$ cat config.mk
export PLATFORM = sky130hd
export DESIGN_NAME = prince_ti_sbox_seq
export DESIGN_NICKNAME = d
export VERILOG_FILES = /design/src/rtl/prince_ti_sbox_seq.sv
export SDC_FILE = /design/constraint.sdc
export NUM_CORES = 1
export LEC_CHECK = 0
export CORE_MARGIN = 2
export CORE_UTILIZATION = 50
export DETAILED_ROUTE_END_ITERATION = 10
export PLACE_DENSITY = 0.78
export RECOVER_POWER = 50
export SLEW_MARGIN = 30
export SYNTH_ARGS = -nofsm -noshare
export SYNTH_HDL_FRONTEND = slang
export SYNTH_SLANG_ARGS = --single-unit
$ cat constraint.sdc
create_clock -name clk -period 2.55 [get_ports clk]
set_input_delay 0.765 -clock clk [delete_from_list [all_inputs] [get_ports clk]]
set_output_delay 0.765 -clock clk [all_outputs]
set_load 0.005 [all_outputs]
$ cat src/rtl/prince_ti_sbox_seq.sv
// Nibble-serial sequencer feeding one shared PRINCE TI S-box with all 16 nibbles of every share.
// Optional macro PRINCE_SBOX_INV_EN adds inv/sb_inv to select the inverse S-box per operation.
module prince_ti_sbox_seq #(
    parameter int SHARES   = 3,
    parameter int SBOX_LAT = 3,
    parameter int NIBBLES  = 16
) (
    input  logic                  clk,
    input  logic                  rst,
    input  logic                  start,
    input  logic [64*SHARES-1:0]  state_in,
`ifdef PRINCE_SBOX_INV_EN
    input  logic                  inv,
    output logic                  sb_inv,
`endif
    output logic                  busy,
    output logic                  done,
    output logic [64*SHARES-1:0]  state_out,
    output logic [4*SHARES-1:0]   sb_in,
    output logic                  sb_in_valid,
    output logic                  sb_en,
    input  logic [4*SHARES-1:0]   sb_out
);

    typedef enum logic [1:0] {
        IDLE  = 2'd0,
        FEED  = 2'd1,
        DRAIN = 2'd2,
        DONE  = 2'd3
    } state_t;

    localparam logic [3:0] LAST_NIB = 4'(NIBBLES - 1);

    state_t                 state;
    state_t                 state_next;
    logic [64*SHARES-1:0]   isr;
    logic [64*SHARES-1:0]   isr_shift;
    logic [64*SHARES-1:0]   osr;
    logic [64*SHARES-1:0]   osr_next;
    logic [3:0]             issue_cnt;
    logic [3:0]             cap_cnt;
    logic [SBOX_LAT-1:0]    vdl;
    logic                   cap_live;
    logic                   accept;
    logic [SHARES-1:0]      unused_osr_lsn;

    assign cap_live = vdl[SBOX_LAT-1];
    assign accept   = (state == IDLE) && start;

    // Per-share shift paths; the nibble falling out of the output register is discarded.
    always_comb begin
        isr_shift      = '0;
        osr_next       = '0;
        unused_osr_lsn = '0;
        for (int s = 0; s < SHARES; s++) begin
            isr_shift[64*s +: 64] = {4'h0, isr[64*s+4 +: 60]};
            osr_next[64*s +: 64]  = {sb_out[4*s +: 4], osr[64*s+4 +: 60]};
            unused_osr_lsn[s]     = ^osr[64*s +: 4];
        end
    end

    always_comb begin
        state_next  = state;
        busy        = 1'b1;
        done        = 1'b0;
        sb_in       = '0;
        sb_in_valid = 1'b0;
        sb_en       = 1'b0;
        case (state)
            IDLE: begin
                busy = 1'b0;
                if (start) begin
                    state_next = FEED;
                end
            end
            FEED: begin
                sb_en       = 1'b1;
                sb_in_valid = 1'b1;
                for (int s = 0; s < SHARES; s++) begin
                    sb_in[4*s +: 4] = isr[64*s +: 4];
                end
                if (issue_cnt == LAST_NIB) begin
                    state_next = DRAIN;
                end
            end
            DRAIN: begin
                sb_en = 1'b1;
                if (cap_live && (cap_cnt == LAST_NIB)) begin
                    state_next = DONE;
                end
            end
            DONE: begin
                done       = 1'b1;
                state_next = IDLE;
            end
            default: begin
                state_next = IDLE;
            end
        endcase
    end

    // The valid delay line tracks the datapath latency so captures line up with sb_out.
    always_ff @(posedge clk) begin
        if (rst) begin
            state     <= IDLE;
            isr       <= '0;
            osr       <= '0;
            issue_cnt <= '0;
            cap_cnt   <= '0;
            vdl       <= '0;
            state_out <= '0;
        end else begin
            state  <= state_next;
            vdl[0] <= sb_in_valid;
            for (int i = 1; i < SBOX_LAT; i++) begin
                vdl[i] <= vdl[i-1];
            end
            if (accept) begin
                isr       <= state_in;
                issue_cnt <= '0;
            end else if (state == FEED) begin
                isr       <= isr_shift;
                issue_cnt <= issue_cnt + 4'd1;
            end
            if (accept) begin
                cap_cnt <= '0;
            end else if (cap_live) begin
                osr     <= osr_next;
                cap_cnt <= cap_cnt + 4'd1;
            end
            // The final nibble lands in the same edge, so take the shifted value.
            if ((state == DRAIN) && (state_next == DONE)) begin
                state_out <= osr_next;
            end
        end
    end

`ifdef PRINCE_SBOX_INV_EN
    logic inv_q;

    always_ff @(posedge clk) begin
        if (rst) begin
            inv_q <= 1'b0;
        end else if (accept) begin
            inv_q <= inv;
        end
    end

    assign sb_inv = inv_q;
`endif

endmodule

Word-level counts from Yosys, hierarchy flattened
Cells that the tools add are included.

cells by class
  multiplexer cells = 11
  add/subtract/negate cells = 2
  reductions and logical operators = 8
  bitwise logic cells = 1
  equality and inequality tests = 6

operators with widths
  operator             count
  $mux 192             2
  $mux 12              1
  $add 4x1->4 const B  2
  $eq 4x4->1 const B   2
  $pmux 2 s4           1
  $eq 2x2->1 const B   3
  $mux 2               3
  $mux 1               4
  $reduce_or 2->1      2
  $logic_and 1x1->1    3
  $eq 2x1->1 const B   1
  $logic_not 2->1      1
  $reduce_and 2->1     1
  $reduce_bool 2->1    1
  $not 1->1            1

word-level totals
  register bits = 589
  word-level logic and storage cells = 35
  input bits = 207
  output and inout bits = 208

Logic depth before layout (Yosys ltp)
Gate-level depths: netlist of run 1.

  depth after elaboration = 6
  gate-level depth with buffers = 9
  depth with buffers taken out = 6

Least setup slack after synthesis of run 1
Ideal clock, no wire load.

  kind = reg-to-output
  from = reg state[1]
  to = out sb_in[10]
  buffers on the path = 4
  required time = 1.785 ns
  arrival = 1.533 ns
  cell stages (with the launch flop) = 8
  slack = 0.252 ns
  path through = dfxtp_1 inv_1 ha_1 clkbuf_1 buf_2 buf_2 clkbuf_1 and2_1

between the ends
  word-level cells in the longest chain between the ends = 2

RTL lines
  element                 line  text
  start, declared         34    state_t state;
  start signal, assigned  113   state <= state_next;
  $eq 2x1->1              69    case (state)
  $mux 12                 69
  end, declared           19    output logic [4*SHARES-1:0] sb_in,

No other way between the ends.

Final worst setup path of run 1
  from = reg state[1]
  to = out sb_in[7]

Same word-level chain as after synthesis.

==> results of run 1 <==
-- power by group through the flow --
stage	sequential, mW	clock [mW]	combinational (mW)
floorplan	9.67	0	1.24
global placement	9.74	0	1.89
detailed placement	9.75	0	1.92
CTS	9.56	8.60	2.01
global route	9.59	8.98	2.15
finish	9.56	8.44	1.99
-- per-stage QoR --
step                      total power [mW]  instances  cell area, sq um  hold slack, ps  setup WS [ps]
after detailed placement             11.67       3424             28440           422.0         -146.3
after global routing                 20.72       3548             30400           466.4         -45.71
after floorplan                      10.92       2550             23620           413.8          251.9
after global placement               11.63       3424             28440           424.0         -94.02
after CTS                            20.16       3549             30520           436.7         -117.8
final                                19.98       3548             30400           433.7          11.89
-- layout make-up --
cell class / instances / area, sq um / share of cell area, %
Clock buffer: 88 / 1745 / 5.741
Clock inverter: 19 / 170.2 / 0.5597
Tap cell: 607 / 759.5 / 2.498
Multi-Input combinational cell: 1757 / 11090 / 36.47
Timing Repair Buffer: 497 / 5074 / 16.69
Sequential cell: 577 / 11560 / 38.01
Inverter: 3 / 11.26 / 0.03704
-- Yosys cell counts --
| library cell | number |
|---|---|
| a211oi_1 | 181 |
| a21o_1 | 1 |
| a21oi_1 | 193 |
| a221oi_2 | 1 |
| and2_1 | 14 |
| buf_1 | 10 |
| buf_2 | 52 |
| buf_4 | 2 |
| buf_6 | 18 |
| clkbuf_1 | 131 |
| dfxtp_1 | 577 |
| ha_1 | 8 |
| inv_1 | 3 |
| mux2i_1 | 374 |
| nand2_1 | 377 |
| nand2b_1 | 386 |
| nand3_1 | 2 |
| nand3b_1 | 12 |
| nand4_1 | 2 |
| nor2_1 | 190 |
| nor2b_1 | 5 |
| nor3_1 | 3 |
| nor3b_1 | 1 |
| o21ai_1 | 1 |
| xnor2_1 | 2 |
| xor2_1 | 4 |
-- sequential cells by signal, summed over array words and instances, names as in the netlist --
signal	cells
cap_cnt	4
issue_cnt	4
vdl	3
isr	192
state	2
osr	180
state_out	192
-- timing repair --
action	in CTS	in global routing
pin swaps	1	1
hold buffers	0	0
endpoints found under the setup margin	16	10
resized for setup	51	7
gates cloned	1	0
buffers inserted	17	1
-- worst max path at each step --
stage | endpoint | depth (start not counted) | from
2_1_floorplan | sb_in[10] | 7 | state[1]$_SDFF_PP0_
4_1_cts | sb_in[7] | 8 | state[1]$_SDFF_PP0_
5_1_grt | sb_in[7] | 6 | state[0]$_SDFF_PP0_
3_3_place_gp | state_out[87]$_SDFFE_PP0P_ | 7 | start
6_report | sb_in[7] | 7 | state[1]$_SDFF_PP0_
3_5_place_dp | state_out[97]$_SDFFE_PP0P_ | 7 | start
-- layout by cell type, fill, tap and decap left out, types with 2 or more instances in the layout --
cell and instances:
a21oi_1 193, clkbuf_2 9, bufinv_16 2, clkdlybuf4s50_1 397, clkbuf_8 16, nand2b_1 386, and2_1 11, and2_4 3
buf_2 4, nand3_1 2, buf_6 8, clkbuf_1 17, nand3b_1 12, ha_1 6, a211oi_1 181, nor3_1 3
nor2b_1 5, clkinv_2 14, xnor2_1 2, dlygate4sd2_1 3, clkbuf_16 59, inv_2 2, buf_4 39, nand2_1 376
clkinv_8 2, nor2_1 190, xor2_1 4, clkdlybuf4s15_1 5, nand4_1 2, dfxtp_1 575, buf_12 26, mux2i_1 374
-- critical path: stages, from the launching register on --
cell,delay [ps]
dfxtp_2,340
inv_2,50
ha_4,180
buf_6,130
buf_6,110
buf_6,110
and2_4,130
buf_6,110
-- kinds of logic (layout without fill, tap and decap cells) --
| group | after synthesis | in the layout | share of synthesized area (%) |
|---|---|---|---|
| buffers and inverters | 216 | 607 | 4.313 |
| xor gates and xnor gates | 6 | 6 | 0.2225 |
| adders and majority gates | 8 | 8 | 0.4239 |
| DFF | 577 | 577 | 48.91 |
| muxes | 374 | 374 | 15.85 |
| AOI/OAI and AO/OA | 377 | 377 | 9.961 |
| and+or+nand+nor | 992 | 992 | 20.31 |
-- metal layers --
layer  wire length, um  part of all wire (%)
met4              1340                   2.3
met3              3351                   5.7
met2             29170                    49
met1             25260                    43
met5                 0                     0
==> results.json, run 1 <==
{
  "fmax_ghz": 0.3940,
  "drive_above_1_share_pct": 6.596,
  "p_comb_share_pct": 10.0,
  "setup.worst_path.class": "reg2out",
  "post-route-util_pct": 65.30,
  "met3_usage_pct": 4.913,
  "dieArea_sq_um": 48980,
  "yosysTopAreaCell": "dfxtp_1",
  "finalHoldViolCount": 0,
  "synth-seq-cells": 577,
  "worst_r2r_path_depth": 10,
  "rows": 79,
  "avgRoutedWirePerCell_um": 16.66,
  "seq_power_share_pct": 47.8,
  "critPathMaxFanout": 4,
  "gr-total-overflow": 0,
  "gp_congestion": 0.8269,
  "tns_ps": 0,
  "busiest_layer": "met2",
  "setup_viol": 0,
  "syn_to_final_growth_pct": 28.74,
  "start_util_pct": 50.72,
  "drt_iter0_drc": 1234,
  "finalCritPeriodShare_pct": 99.53,
  "synthCells": 2550,
  "cts_buffers": 58,
  "worst_pin_slew_ps": 1243,
  "synth_warnings": 0,
  "intPower_mw": 15.31,
  "antenna_found_initial": 0,
  "leakage_nw": 11.77,
  "r2r-start": "state[1]$_SDFF_PP0_",
  "avgViaCountPerCell": 5.246,
  "max_slew_margin_pct": 17.16,
  "dpl.hpwl_um": 39900,
  "drv_slew": 0,
  "arrival_ps": 1770,
  "synth_top_area_share_pct": 48.91,
  "status": "completed",
  "core_area_sq_um": 46560,
  "htree_levels": 2,
  "maxCapViolCount": 0,
  "min_to": "vdl[1]$_SDFF_PP0_",
  "ys_seq_area_share_pct": 48.91,
  "synth_area_sq_um": 23620,
  "min_period_ps": 2538,
  "grtUsageMet2_pct": 40.31,
  "vias": 18610,
  "cts_tree": "done",
  "die_h_um": 221.3,
  "rr_endpoint": "state_out[90]$_SDFFE_PP0P_",
  "whs_path_depth": 1,
  "grt_pass1_wl_um": 95080,
  "io_pins": 415,
  "finalClockSkew_ps": 13.08,
  "path_clk_slew_ps": 60,
  "p_sw_share_pct": 23.41,
  "hold_class": "reg2reg",
  "grt_pass1_vias": 18450,
  "die_w_um": 221.3,
  "cts.sinks": 577,
  "end_kind": "output port",
  "worstHoldStart": "vdl[0]$_SDFF_PP0_",
  "syn_nets": 2765,
  "groute.usage.overall_pct": 23.27,
  "ff2ff_setup_slack_ps": 120,
  "p_per_area_nw_per_um2": 657.2,
  "insertedDiodeCount": 0,
  "vdd_drop_max_v": 0.0005597,
  "power_switching_mw": 4.677,
  "nets": 3109,
  "grtUsageMet1_pct": 29.16,
  "root_buffer": "clkbuf_16",
  "wl_um": 59120,
  "drc": 0,
  "synthDistinctLibCells": 26,
  "crit_required_ps": 1790,
  "rsz0062_at_grt": "true",
  "pwr-share-clk_pct": 42.2,
  "cp-start-kind": "register",
  "yosys-top-cells-area": "dfxtp_1 49%, mux2i_1 16%, nand2b_1 10%",
  "syn_area_per_cell_sq_um": 9.261,
  "fillerInstances": 3661,
  "clk_path_buf_depth": 3,
  "ant_nets": 0,
  "grt_max_degree": 120,
  "drt_first_pass_iters": 5,
  "clkLatencyLatePin_ps": 610,
  "portBuffers": 414
}
Power figures use the tool's default switching activity.
==> run 2: changes to the inputs <==
--- a/config.mk
+++ b/config.mk
@@ -6,10 +6,11 @@
 export NUM_CORES = 1
 export LEC_CHECK = 0
 export CORE_MARGIN = 2
-export CORE_UTILIZATION = 50
+export CORE_UTILIZATION = 45
 export DETAILED_ROUTE_END_ITERATION = 10
-export PLACE_DENSITY = 0.78
+export PLACE_DENSITY = 0.72
 export RECOVER_POWER = 50
+export SKIP_CTS_REPAIR_TIMING = 1
 export SLEW_MARGIN = 30
 export SYNTH_ARGS = -nofsm -noshare
 export SYNTH_HDL_FRONTEND = slang
==> run 2 against run 1 <==
The run now ends with capacitance limit, slew limit left. First-iteration DRC count decreased by 8.6%. Die area grew 11%. Combinational power fell by 3%. Core utilization down 6.3 points. Clock power hardly changed. Clock skew rose by 7.5 ps. Highest routed layer unchanged. Sequential share of layout area down 0.059 points. Flip-flop and latch count stayed put.
==> results.json, run 2 (synthesized netlist as in run 1, its figures left out) <==
{
  "cp_common_cell": "buf_12",
  "critPathMaxFanout": 26,
  "status": "finished with violations",
  "htree_levels": 2,
  "worst_path_max_delay_cell": "a221oi_1",
  "violations": "capacitance limit, slew limit",
  "cts.sinks": 577,
  "avgViaCountPerCell": 5.108,
  "p_per_area_nw_per_um2": 655.0,
  "wl_um": 58770,
  "dpl_cell_area_sq_um": 28530,
  "core_area_sq_um": 51610,
  "fmax_ghz": 0.4124,
  "crit_family": "buffers and inverters",
  "path_clk_slew_ps": 60,
  "gp_congestion": 0.8191,
  "rows": 83,
  "drive_above_1_share_pct": 5.734,
  "syn_to_final_growth_pct": 28.94,
  "dpl_worst_slack_ps": -97.14,
  "finalClockSkew_ps": 20.57,
  "finalCritPeriodShare_pct": 95.10,
  "avgRoutedWirePerCell_um": 16.28,
  "finalHoldViolCount": 0,
  "reg_top3": "isr: 192 flops, state_out: 192 flops, osr: 180 flops",
  "tns_ps": 0,
  "dr_wl_met3_um": 3418,
  "drv_slew": 76,
  "cts_buffers": 58,
  "setup.worst_path.class": "reg2reg",
  "crit_required_ps": 3040,
  "groute.usage.overall_pct": 20.76,
  "min_period_ps": 2425,
  "dieArea_sq_um": 54330,
  "instances_no_fill": 3610,
  "r2r-start": "state[1]$_SDFF_PP0_",
  "cp-start-kind": "register",
  "clkLatencyLatePin_ps": 620,
  "path_buf_inv": 5,
  "max_slew_margin_pct": -3.506,
  "maxCapViolCount": 1,
  "drt_iter0_drc": 1128,
  "crit_end": "state_out[41]$_SDFFE_PP0P_",
  "final_cell_mix": "575 x dfxtp_1, 397 x clkdlybuf4s50_1, 386 x nand2b_1",
  "hold_class": "reg2reg",
  "arrival_ps": 2920,
  "drt_first_pass_iters": 5,
  "die_h_um": 233.1,
  "final_common_cell": "dfxtp_1",
  "ff2ff_setup_slack_ps": 120,
  "end_kind": "register",
  "cts_tree": "done",
  "holdWs_ps": 437.0,
  "insertedDiodeCount": 0,
  "leakage_nw": 11.93,
  "grt_pass1_vias": 17800,
  "vdd_drop_max_v": 0.0005180,
  "dp.cells": 3505,
  "p_total_mw": 19.95,
  "ant_nets": 0,
  "antenna_found_initial": 0,
  "top_layer_used": "met4",
  "drc": 0,
  "grt_pass1_wl_um": 92120,
  "clk_path_buf_depth": 3,
  "post-route-util_pct": 59.00,
  "root_buffer": "clkbuf_16",
  "worst_r2r_path_depth": 10,
  "gr-total-overflow": 0,
  "max_stage_delay_ps": 540,
  "rr_endpoint": "state_out[41]$_SDFFE_PP0P_",
  "dpl.hpwl_um": 39790,
  "start_util_pct": 45.75,
  "met2_length_um": 28250,
  "rsz0062_at_grt": "false",
  "io_pins": 415,
  "portBuffers": 414,
  "fillerInstances": 4391,
  "worst_pin_slew_ps": 1553,
  "nets": 3105,
  "cp.depth": 10,
  "vias": 18440,
  "path_cells": "inv_2, ha_4, buf_12, buf_16, nor3_1, a221oi_1, o21ai_4, buf_12, buf_12, mux2i_1",
  "die_w_um": 233.1,
  "grt_max_degree": 100,
  "fin_area_sq_um": 30450,
  "startpoint": "state[1]$_SDFF_PP0_",
  "met1Wirelength_um": 25500,
  "setup_viol": 0,
  "timing.final.ws_setup_ps": 124.9
}
## run 2: cell count changes in the layout (fill, tap and decap cells not counted), moves of 2 or more
cell             before  now
clkbuf_1             17   22
clkdlybuf4s15_1       5    0
and2_4                3    1
buf_2                 4    0
buf_6                 8    0
buf_4                39   41
dlygate4sd2_1         3    0
clkbuf_8             16   12
clkinv_2             14    7
bufinv_16             2    4
clkbuf_4              1    3
clkbuf_2              9    3
dlymetal6s2s_1        0   16
and2_1               11   13
## run 2: how the worst min path moves through the flow
stage,start,to,slack (ps),cells after the start
detailed placement,vdl[1]$_SDFF_PP0_,vdl[2]$_SDFF_PP0_,430,1
CTS,vdl[0]$_SDFF_PP0_,vdl[1]$_SDFF_PP0_,440,1
finish,vdl[0]$_SDFF_PP0_,vdl[1]$_SDFF_PP0_,440,1
global placement,vdl[0]$_SDFF_PP0_,vdl[1]$_SDFF_PP0_,420,1
floorplan,vdl[0]$_SDFF_PP0_,vdl[1]$_SDFF_PP0_,410,1
global route,vdl[0]$_SDFF_PP0_,vdl[1]$_SDFF_PP0_,460,1
## run 2: routing by layer
metal	global-route usage, %	vias up
li1	-	9218
met1	27.11	8683
met2	34.29	445
met3	4.443	93
met4	6.389	0
met5	0	-
## run 2: layout make-up
type | count | area (sq um) | area share [%]
inverters | 3 | 11.26 | 0.03698
clock buffers | 85 | 1673 | 5.494
well taps | 680 | 850.8 | 2.794
multi-input cells | 1757 | 11080 | 36.38
flip-flops and latches | 577 | 11560 | 37.95
clock inverters | 15 | 207.7 | 0.6821
repair buffers | 493 | 5074 | 16.66
## run 2: where the power goes
| part | leakage (nW) | total [mW] | internal, mW | switching [mW] |
|---|---|---|---|---|
| Clock | 0.924 | 8.45 | 4.93 | 3.52 |
| Combinational | 6.32 | 1.94 | 1.00 | 0.933 |
| Sequential | 4.69 | 9.56 | 9.36 | 0.199 |
## run 2: worst reg2reg max path, delay by kind of cell (launching register included)
| kind | cells | cell delay (ps) |
|---|---|---|
| AOI/OAI and AO/OA | 2 | 680 |
| DFF | 1 | 320 |
| muxes | 1 | 160 |
| and+or+nand+nor | 1 | 90 |
| adders and majority gates | 1 | 180 |
| buffers and inverters | 5 | 880 |
==> run 3: changes to the inputs <==
--- a/config.mk
+++ b/config.mk
@@ -6,11 +6,12 @@
 export NUM_CORES = 1
 export LEC_CHECK = 0
 export CORE_MARGIN = 2
-export CORE_UTILIZATION = 45
+export CORE_UTILIZATION = 35
 export DETAILED_ROUTE_END_ITERATION = 10
-export PLACE_DENSITY = 0.72
+export PLACE_DENSITY = 0.59
 export RECOVER_POWER = 50
 export SKIP_CTS_REPAIR_TIMING = 1
+export SKIP_LAST_GASP = 1
 export SLEW_MARGIN = 30
 export SYNTH_ARGS = -nofsm -noshare
 export SYNTH_HDL_FRONTEND = slang
==> run 3 against run 2 <==
The run ends with setup timing left. Core utilization is 12 points lower. Clock power up 7.0%. Die area up 28%. Wire length rose by 5.6%. Register-to-register slack improved by 210 ps. First-iteration DRC count fell by 19%. Via count is 0.50% lower. Clock skew is 4.8 ps higher. Global-route usage down 3.8 points. Flip-flop and latch count unchanged. Critical path depth fell by 5. Largest power group unchanged. Highest routed layer is now met5.
==> results.json, run 3 (synthesized netlist as in run 1, its figures left out) <==
{
  "nets": 3125,
  "core_area_sq_um": 67040,
  "post-route-util_pct": 46.53,
  "clk_path_buf_depth": 3,
  "vias": 18350,
  "avgViaCountPerCell": 4.785,
  "dpl_cell_area_sq_um": 28830,
  "path_buf_inv": 3,
  "die_w_um": 263.8,
  "grt_pass1_wl_um": 97370,
  "p_per_area_nw_per_um2": 662.5,
  "dieArea_sq_um": 69570,
  "timing.final.ws_setup_ps": -247.2,
  "worst_path_max_delay_cell": "clkdlybuf4s50_1",
  "max_slew_margin_pct": 24.43,
  "crit_required_ps": 1790,
  "drt_iter0_drc": 910,
  "path_cells": "inv_4, ha_4, buf_12, and2_1, clkdlybuf4s50_1",
  "cp-start-kind": "register",
  "arrival_ps": 2030,
  "die_h_um": 263.8,
  "maxCapViolCount": 0,
  "end_kind": "output port",
  "setup.worst_path.class": "reg2out",
  "cts_buffers": 61,
  "grt_max_degree": 114,
  "fillerInstances": 6352,
  "leakage_nw": 12.14,
  "ant_nets": 0,
  "htree_levels": 2,
  "drive_above_1_share_pct": 7.027,
  "portBuffers": 414,
  "cts.sinks": 577,
  "fmax_ghz": 0.3575,
  "finalHoldViolCount": 0,
  "gr-total-overflow": 0,
  "grt_pass1_vias": 18050,
  "drv_slew": 0,
  "max_stage_delay_ps": 500,
  "fin_area_sq_um": 31190,
  "p_total_mw": 20.66,
  "groute.usage.overall_pct": 17.01,
  "holdWs_ps": 436.0,
  "min_period_ps": 2797,
  "hold_class": "reg2reg",
  "cts_tree": "done",
  "start_util_pct": 35.23,
  "dp.cells": 3696,
  "drc": 0,
  "gp_congestion": 0.7898,
  "crit_family": "buffers and inverters",
  "setup_viol": 8,
  "violations": "setup timing",
  "final_common_cell": "dfxtp_1",
  "worst_pin_slew_ps": 1134,
  "wl_um": 62050,
  "io_pins": 415,
  "final_cell_mix": "575 x dfxtp_1, 400 x clkdlybuf4s50_1, 386 x nand2b_1",
  "tns_ps": -909.9,
  "root_buffer": "clkbuf_16",
  "vdd_drop_max_v": 0.0005555,
  "syn_to_final_growth_pct": 32.09,
  "critPathMaxFanout": 7,
  "status": "finished with violations",
  "avgRoutedWirePerCell_um": 16.18,
  "instances_no_fill": 3834,
  "drt_first_pass_iters": 5,
  "rows": 95,
  "path_clk_slew_ps": 60,
  "finalClockSkew_ps": 25.42,
  "rsz0062_at_grt": "true",
  "reg_top3": "isr: 192 flops, state_out: 192 flops, osr: 180 flops",
  "finalCritPeriodShare_pct": 109.7,
  "dpl_worst_slack_ps": -85.81,
  "antenna_found_initial": 4,
  "clkLatencyLatePin_ps": 630,
  "dpl.hpwl_um": 42100
}
[run 3: changes by cell type in the layout (fill, tap and decap cells not counted), sizes merged]
cell           delta
clkdlybuf4s50     +3
dlymetal6s2s      -4
clkinv            +3
clkinvlp          +1
buf              +23
diode             +1
clkbuf            +4
[run 3: layout make-up]
cell class	instances	area, sq um	share of cell area [%]
Antenna cell	1	2.502	0.008022
Timing Repair Buffer	510	5364	17.20
Tap cell	873	1092	3.502
Clock buffer	94	1841	5.900
Multi-Input combinational cell	1757	11090	35.56
Inverter	3	13.76	0.04412
Clock inverter	19	230.2	0.7380
Sequential cell	577	11560	37.05
[run 3: path summary, 6_finish.rpt]
| path | from | to | slack, ps | depth (start not counted) |
|---|---|---|---|---|
| hold reg to reg | vdl[0]$_SDFF_PP0_ | vdl[1]$_SDFF_PP0_ | 440 | 1 |
| setup reg to reg | state[1]$_SDFF_PP0_ | isr[93]$_SDFFE_PP0P_ | 330 | 7 |
| setup / recovery | state[1]$_SDFF_PP0_ | sb_in[11] | -250 | 5 |
| hold / removal | vdl[0]$_SDFF_PP0_ | vdl[1]$_SDFF_PP0_ | 440 | 1 |
[run 3: routing by layer]
layer | share of wire, % | global-route usage, % | vias up
met5 | 0.066 | 0 | -
met4 | 2.0 | 4.377 | 6
met3 | 4.9 | 3.887 | 91
met2 | 48 | 28.32 | 367
met1 | 45 | 22.20 | 8596
li1 | - | - | 9287
[run 3: report_power, final]
group          switching (mW)  internal (mW)  leakage (nW)
registers               0.199           9.36          4.69
logic                   0.968           1.10          6.42
clock network            3.68           5.36          1.02
total                    4.85           15.8          12.1
==> variant 1, RTL diff (flow settings as in run 1) <==
`SBOX_LAT`: 3 -> 2.
--- a/src/rtl/prince_ti_sbox_seq.sv
+++ b/src/rtl/prince_ti_sbox_seq.sv
@@ -2,7 +2,7 @@
 // Optional macro PRINCE_SBOX_INV_EN adds inv/sb_inv to select the inverse S-box per operation.
 module prince_ti_sbox_seq #(
     parameter int SHARES   = 3,
-    parameter int SBOX_LAT = 3,
+    parameter int SBOX_LAT = 2,
     parameter int NIBBLES  = 16
 ) (
     input  logic                  clk,
Check against the original RTL: no difference found for any inputs over 4 cycles, from zero or initial values and one cycle with rst high; that may be too few to reach the edited logic, so the function may still have changed.
==> variant 1 against run 1 <==
- final area decreased by 0.23%
- largest power group unchanged
- via count fell by 0.33%
- sequential cell count down 1
- register-to-register slack lost 0.08 ns
- power hardly changed
- wire length down 0.54%
- synthesized area fell by 0.11%
- fmax rose by 1.1%
- setup slack gained 0.029 ns
- sequential power about the same
- core utilization is 0.15 points lower
- critical endpoint is now state_out[107]$_SDFFE_PP0P_
==> variant 1: results (changes against run 1) <==
* Placer Congestion at 0.872 (+5.5%)
* Fin nets at 3099 (-0.32%)
* Num CTS Buffers at 58 (unchanged)
* Pre-CTS WS at -0.194 ns (-0.0481 ns)
* Hpwl dp at 39400 um (-1.4%)
* Syn Nets at 2763 (-0.072%)
* Yosys top cell area share at 0.489 (about the same)
* VDD IR max at 548 uV (-2.2%)
* First-pass GRT wire length at 93600 um (-1.5%)
* Most frequent cells after synthesis: 576 x dfxtp_1, 386 x nand2b_1, 377 x nand2_1
* Synth area leaders: dfxtp_1 49%, mux2i_1 16%, nand2b_1 10%
* Vias at 18600 (-0.33%)
* CP required at 3.08 ns (+1.29 ns)
* Vias in the first global route at 18200 (-1.3%)
* LEAKAGE at 11.7 nW (-0.27%)
* Slew headroom at 0.110 (-0.0616)
* Register area share after synthesis at 0.489 (about the same)
* Initial drt markers at 1107 (-10%)
* # fillers at 3733 (+2.0%)
* CP max FO at 22 (+18)
* Skew final at 0.0153 ns (+0.00218 ns)
* Status: finished clean
* Initial antenna violation count at 2 (+2)
* Placed cells at 3417 (-0.20%)
* Avg WL per Cell at 16.6 um (-0.26%)
* Reg clk slew, reported paths at 0.06 ns (about the same)
* First-pass DRT Iterations at 8 (+3)
==> variant 1: routing by layer <==
| layer | vias up | global-route usage | share of wire |
|---|---|---|---|
| li1 | 9190 | - | - |
| met1 | 8759 | 0.290 | 0.43 |
| met2 | 479 | 0.388 | 0.48 |
| met3 | 120 | 0.0426 | 0.055 |
| met4 | 4 | 0.0918 | 0.034 |
| met5 | - | 0 | 0.00051 |
==> variant 1: cells by family (layout without fill, tap and decap cells) <==
| logic type | after synthesis | count (layout) | share of synthesized area |
|---|---|---|---|
| multiplexers | 374 | 374 | 0.159 |
| XOR/XNOR | 6 | 6 | 0.00223 |
| adder cells (fa/ha/maj) | 8 | 8 | 0.00424 |
| buffers and inverters | 216 | 599 | 0.0432 |
| AND/OR/NAND/NOR | 991 | 991 | 0.203 |
| AO/OA/AOI/OAI | 377 | 377 | 0.0997 |
| flip-flops | 576 | 576 | 0.489 |
==> variant 1: power by group <==
group | internal, W | switching, W
Combinational | 0.00102 | 0.000976
Sequential | 0.00935 | 0.000202
Clock | 0.00490 | 0.00354
Total | 0.0153 | 0.00472
==> variant 1: final cells by class <==
cell class	count	area share
Sequential cell	576	0.380
Multi-Input combinational cell	1756	0.366
Timing Repair Buffer	489	0.165
Clock buffer	91	0.0589
Tap cell	607	0.0250
Clock inverter	16	0.00441
Inverter	3	0.000371
==> variant 1: path summary, 6_finish.rpt <==
| check | to | depth (start not counted) | startpoint | slack, ns |
|---|---|---|---|---|
| hold / removal | vdl[1]$_SDFF_PP0_ | 1 | vdl[0]$_SDFF_PP0_ | 0.44 |
| hold reg to reg | vdl[1]$_SDFF_PP0_ | 1 | vdl[0]$_SDFF_PP0_ | 0.44 |
| setup / recovery | state_out[107]$_SDFFE_PP0P_ | 13 | state[1]$_SDFF_PP0_ | 0.04 |
| setup reg to reg | state_out[107]$_SDFFE_PP0P_ | 13 | state[1]$_SDFF_PP0_ | 0.04 |
==> variant 1: timing repair <==
item,in CTS,in global routing
pin swaps,1,0
cloned,0,2
setup buffers,9,2
resized for setup,38,16
setup endpoints to repair,16,121
==> variant 1: through the flow <==
step	util	hold slack (ns)	TNS (ns)	instance area [um^2]
detailed placement	0.609	0.427	-16.87	28400
CTS	0.652	0.443	-0.127	30400
global route	0.652	0.477	-2.57	30300
finish	0.652	0.438	0	30300
global placement	0.609	0.425	-17.63	28400
floorplan	-	0.414	0	23600
==> variant 2, RTL diff (settings of run 1) <==
Made on the original files. The 4 states of `state_t` get a one-hot encoding in 4 bits.
--- a/src/rtl/prince_ti_sbox_seq.sv
+++ b/src/rtl/prince_ti_sbox_seq.sv
@@ -22,11 +22,11 @@
     input  logic [4*SHARES-1:0]   sb_out
 );
 
-    typedef enum logic [1:0] {
-        IDLE  = 2'd0,
-        FEED  = 2'd1,
-        DRAIN = 2'd2,
-        DONE  = 2'd3
+    typedef enum logic [3:0] {
+        IDLE  = 4'b0001,
+        FEED  = 4'b0010,
+        DRAIN = 4'b0100,
+        DONE  = 4'b1000
     } state_t;
 
     localparam logic [3:0] LAST_NIB = 4'(NIBBLES - 1);
Function: no difference found for any inputs over 4 cycles, from zero or initial values and one cycle with rst high; so few cycles prove little.
==> variant 2 against run 1 <==
- setup slack lost 0.24 ns
- wire length grew 13%
- critical path type unchanged
- clock skew rose by 0.0050 ns
- synthesized cell count shrank 2.9%
- via count increased by 11%
- the run now ends with negative setup slack left
- clock power is essentially flat
- global-route usage is 3.3 points higher
- power fell by 3.8%
- sequential cell count grew 2
- critical endpoint is now sb_in[2]
- sequential power fell by 2%
- final area shrank 2.5%
- synthesized area is 2.1% lower
==> variant 2: results (changes against run 1) <==
* Failing checks: negative setup slack
* Fin nets at 2937 (-5.5%)
* Hold depth at 1 (unchanged)
* Skew final at 0.0181 ns (+0.00504 ns)
* Worst hold path type: flip-flop to flip-flop
* Final wirelength at 66700 um (+13%)
* Syn Nets at 2684 (-2.9%)
* WL met2 at 32400 um (+11%)
* GRT met3 Usage at 0.0683 (+0.0192)
* Area share of fa/ha/maj cells after synthesis at 0.00108 (-0.00316)
* Met2 usage at 0.443 (+0.0394)
* Synth area leaders: dfxtp_1 50%, a21oi_1 8.1%, mux2i_1 7.8%
* First-pass GRT wire length at 105000 um (+10%)
* Worst setup margin at -0.230 ns (-0.242 ns)
* CTS Buffer Depth at 3 (unchanged)
* Met1 wire length at 27300 um (+7.9%)
* Register area share after synthesis at 0.501 (+0.0123)
* Vias in the first global route at 20000 (+8.2%)
* Multiplexer area fraction after synthesis at 0.0784 (-0.0801)
* XOR/XNOR Fraction of Synth Area at 0.00152 (-0.000710)
* LEAKAGE at 10.6 nW (-9.6%)
* Largest registers: isr (192), state_out (192), osr (180)
* Setup Viol. Count Final at 25 (+25)
* Placer Congestion at 0.850 (+2.8%)
* GR Util All Layers at 0.265 (+0.0328)
* Routed wl met3 at 5430 um (+62%)
* WP data arrival at 2.02 ns (+0.25 ns)
* Post-synthesis compound-gate area fraction at 0.252 (+0.152)
* CP max FO at 7 (+3)
* First-pass DRT Iterations at 7 (+2)
* R2R Setup Slk at -0.04 ns (-0.16 ns)
* Yosys cell types at 34 (+31%)
* Root Driver: clkbuf_16
* Status: complete, but fails checks
* Hpwl dp at 41200 um (+3.4%)
* Most frequent cells after synthesis: 579 x dfxtp_1, 376 x a21oi_1, 228 x clkbuf_1
* Final setup TNS at -2.93 ns (-2.93 ns)
* Slew headroom at 0.300 (+0.129)
* Vias at 20700 (+11%)
* GR Layer Usage met1 at 0.338 (+0.0465)
* Initial antenna violation count at 8 (+8)
* Layout cell share with drive strength beyond 1 at 0.0764 (+0.0105)
* Initial drt markers at 2201 (+78%)
* H-tree depth at 2 (unchanged)
* Top_reg_cell synth: dfxtp_1
* Highest routed layer: met4
* Num CTS Buffers at 57 (-1.7%)
* Largest net degree at the start of global routing at 161 (+34%)
* Reg2reg path depth at 6 (-4)
* Pre-CTS WS at -0.182 ns (-0.0360 ns)
* VDD IR max at 549 uV (-1.9%)
* # fillers at 3683 (+0.60%)
[variant 2: where the power goes]
| part | total (W) | internal (W) | leakage (nW) | switching [W] |
|---|---|---|---|---|
| logic | 0.00142 | 0.000651 | 5.00 | 0.000764 |
| registers | 0.00940 | 0.00926 | 4.69 | 0.000132 |
| clock network | 0.00842 | 0.00490 | 0.944 | 0.00351 |
[variant 2: worst paths after layout]
| check | end | start |
|---|---|---|
| hold reg to reg | vdl[1]$_SDFF_PP0_ | vdl[0]$_SDFF_PP0_ |
| hold / removal | vdl[1]$_SDFF_PP0_ | vdl[0]$_SDFF_PP0_ |
| setup / recovery | sb_in[2] | state[0]$_SDFF_PP1_ |
| setup reg to reg | state_out[39]$_SDFFE_PP0P_ | state[0]$_SDFF_PP1_ |
[variant 2: final cells by class]
cell class / instances / area share
Inverter: 4 / 0.00139
Clock buffer: 83 / 0.0572
Antenna cell: 6 / 0.000506
Timing Repair Buffer: 492 / 0.168
Multi-Input combinational cell: 1594 / 0.350
Tap cell: 600 / 0.0253
Sequential cell: 579 / 0.391
Clock inverter: 22 / 0.00667
[variant 2: metrics by stage]
| step | area, um^2 | hold slack (ns) | std cells |
|---|---|---|---|
| detailed placement | 27700 | 0.438 | 3257 |
| global route | 29600 | 0.465 | 3379 |
| CTS | 29700 | 0.449 | 3369 |
| global placement | 27700 | 0.417 | 3257 |
| floorplan | 23100 | 0.414 | 2475 |
| finish | 29600 | 0.444 | 3380 |
[variant 2: critical path, stage by stage, from the launching register on]
cell and delay, ns:
dfxtp_2 0.32, or4b_4 0.57, inv_8 0.10, buf_6 0.10, buf_6 0.11, and2_4 0.14, buf_6 0.09
[variant 2: repair_timing]
action                                  CTS  global route
pin swaps                                 7             2
gates resized for setup                  97             6
setup buffers                             9             5
endpoints found under the setup margin  104            16
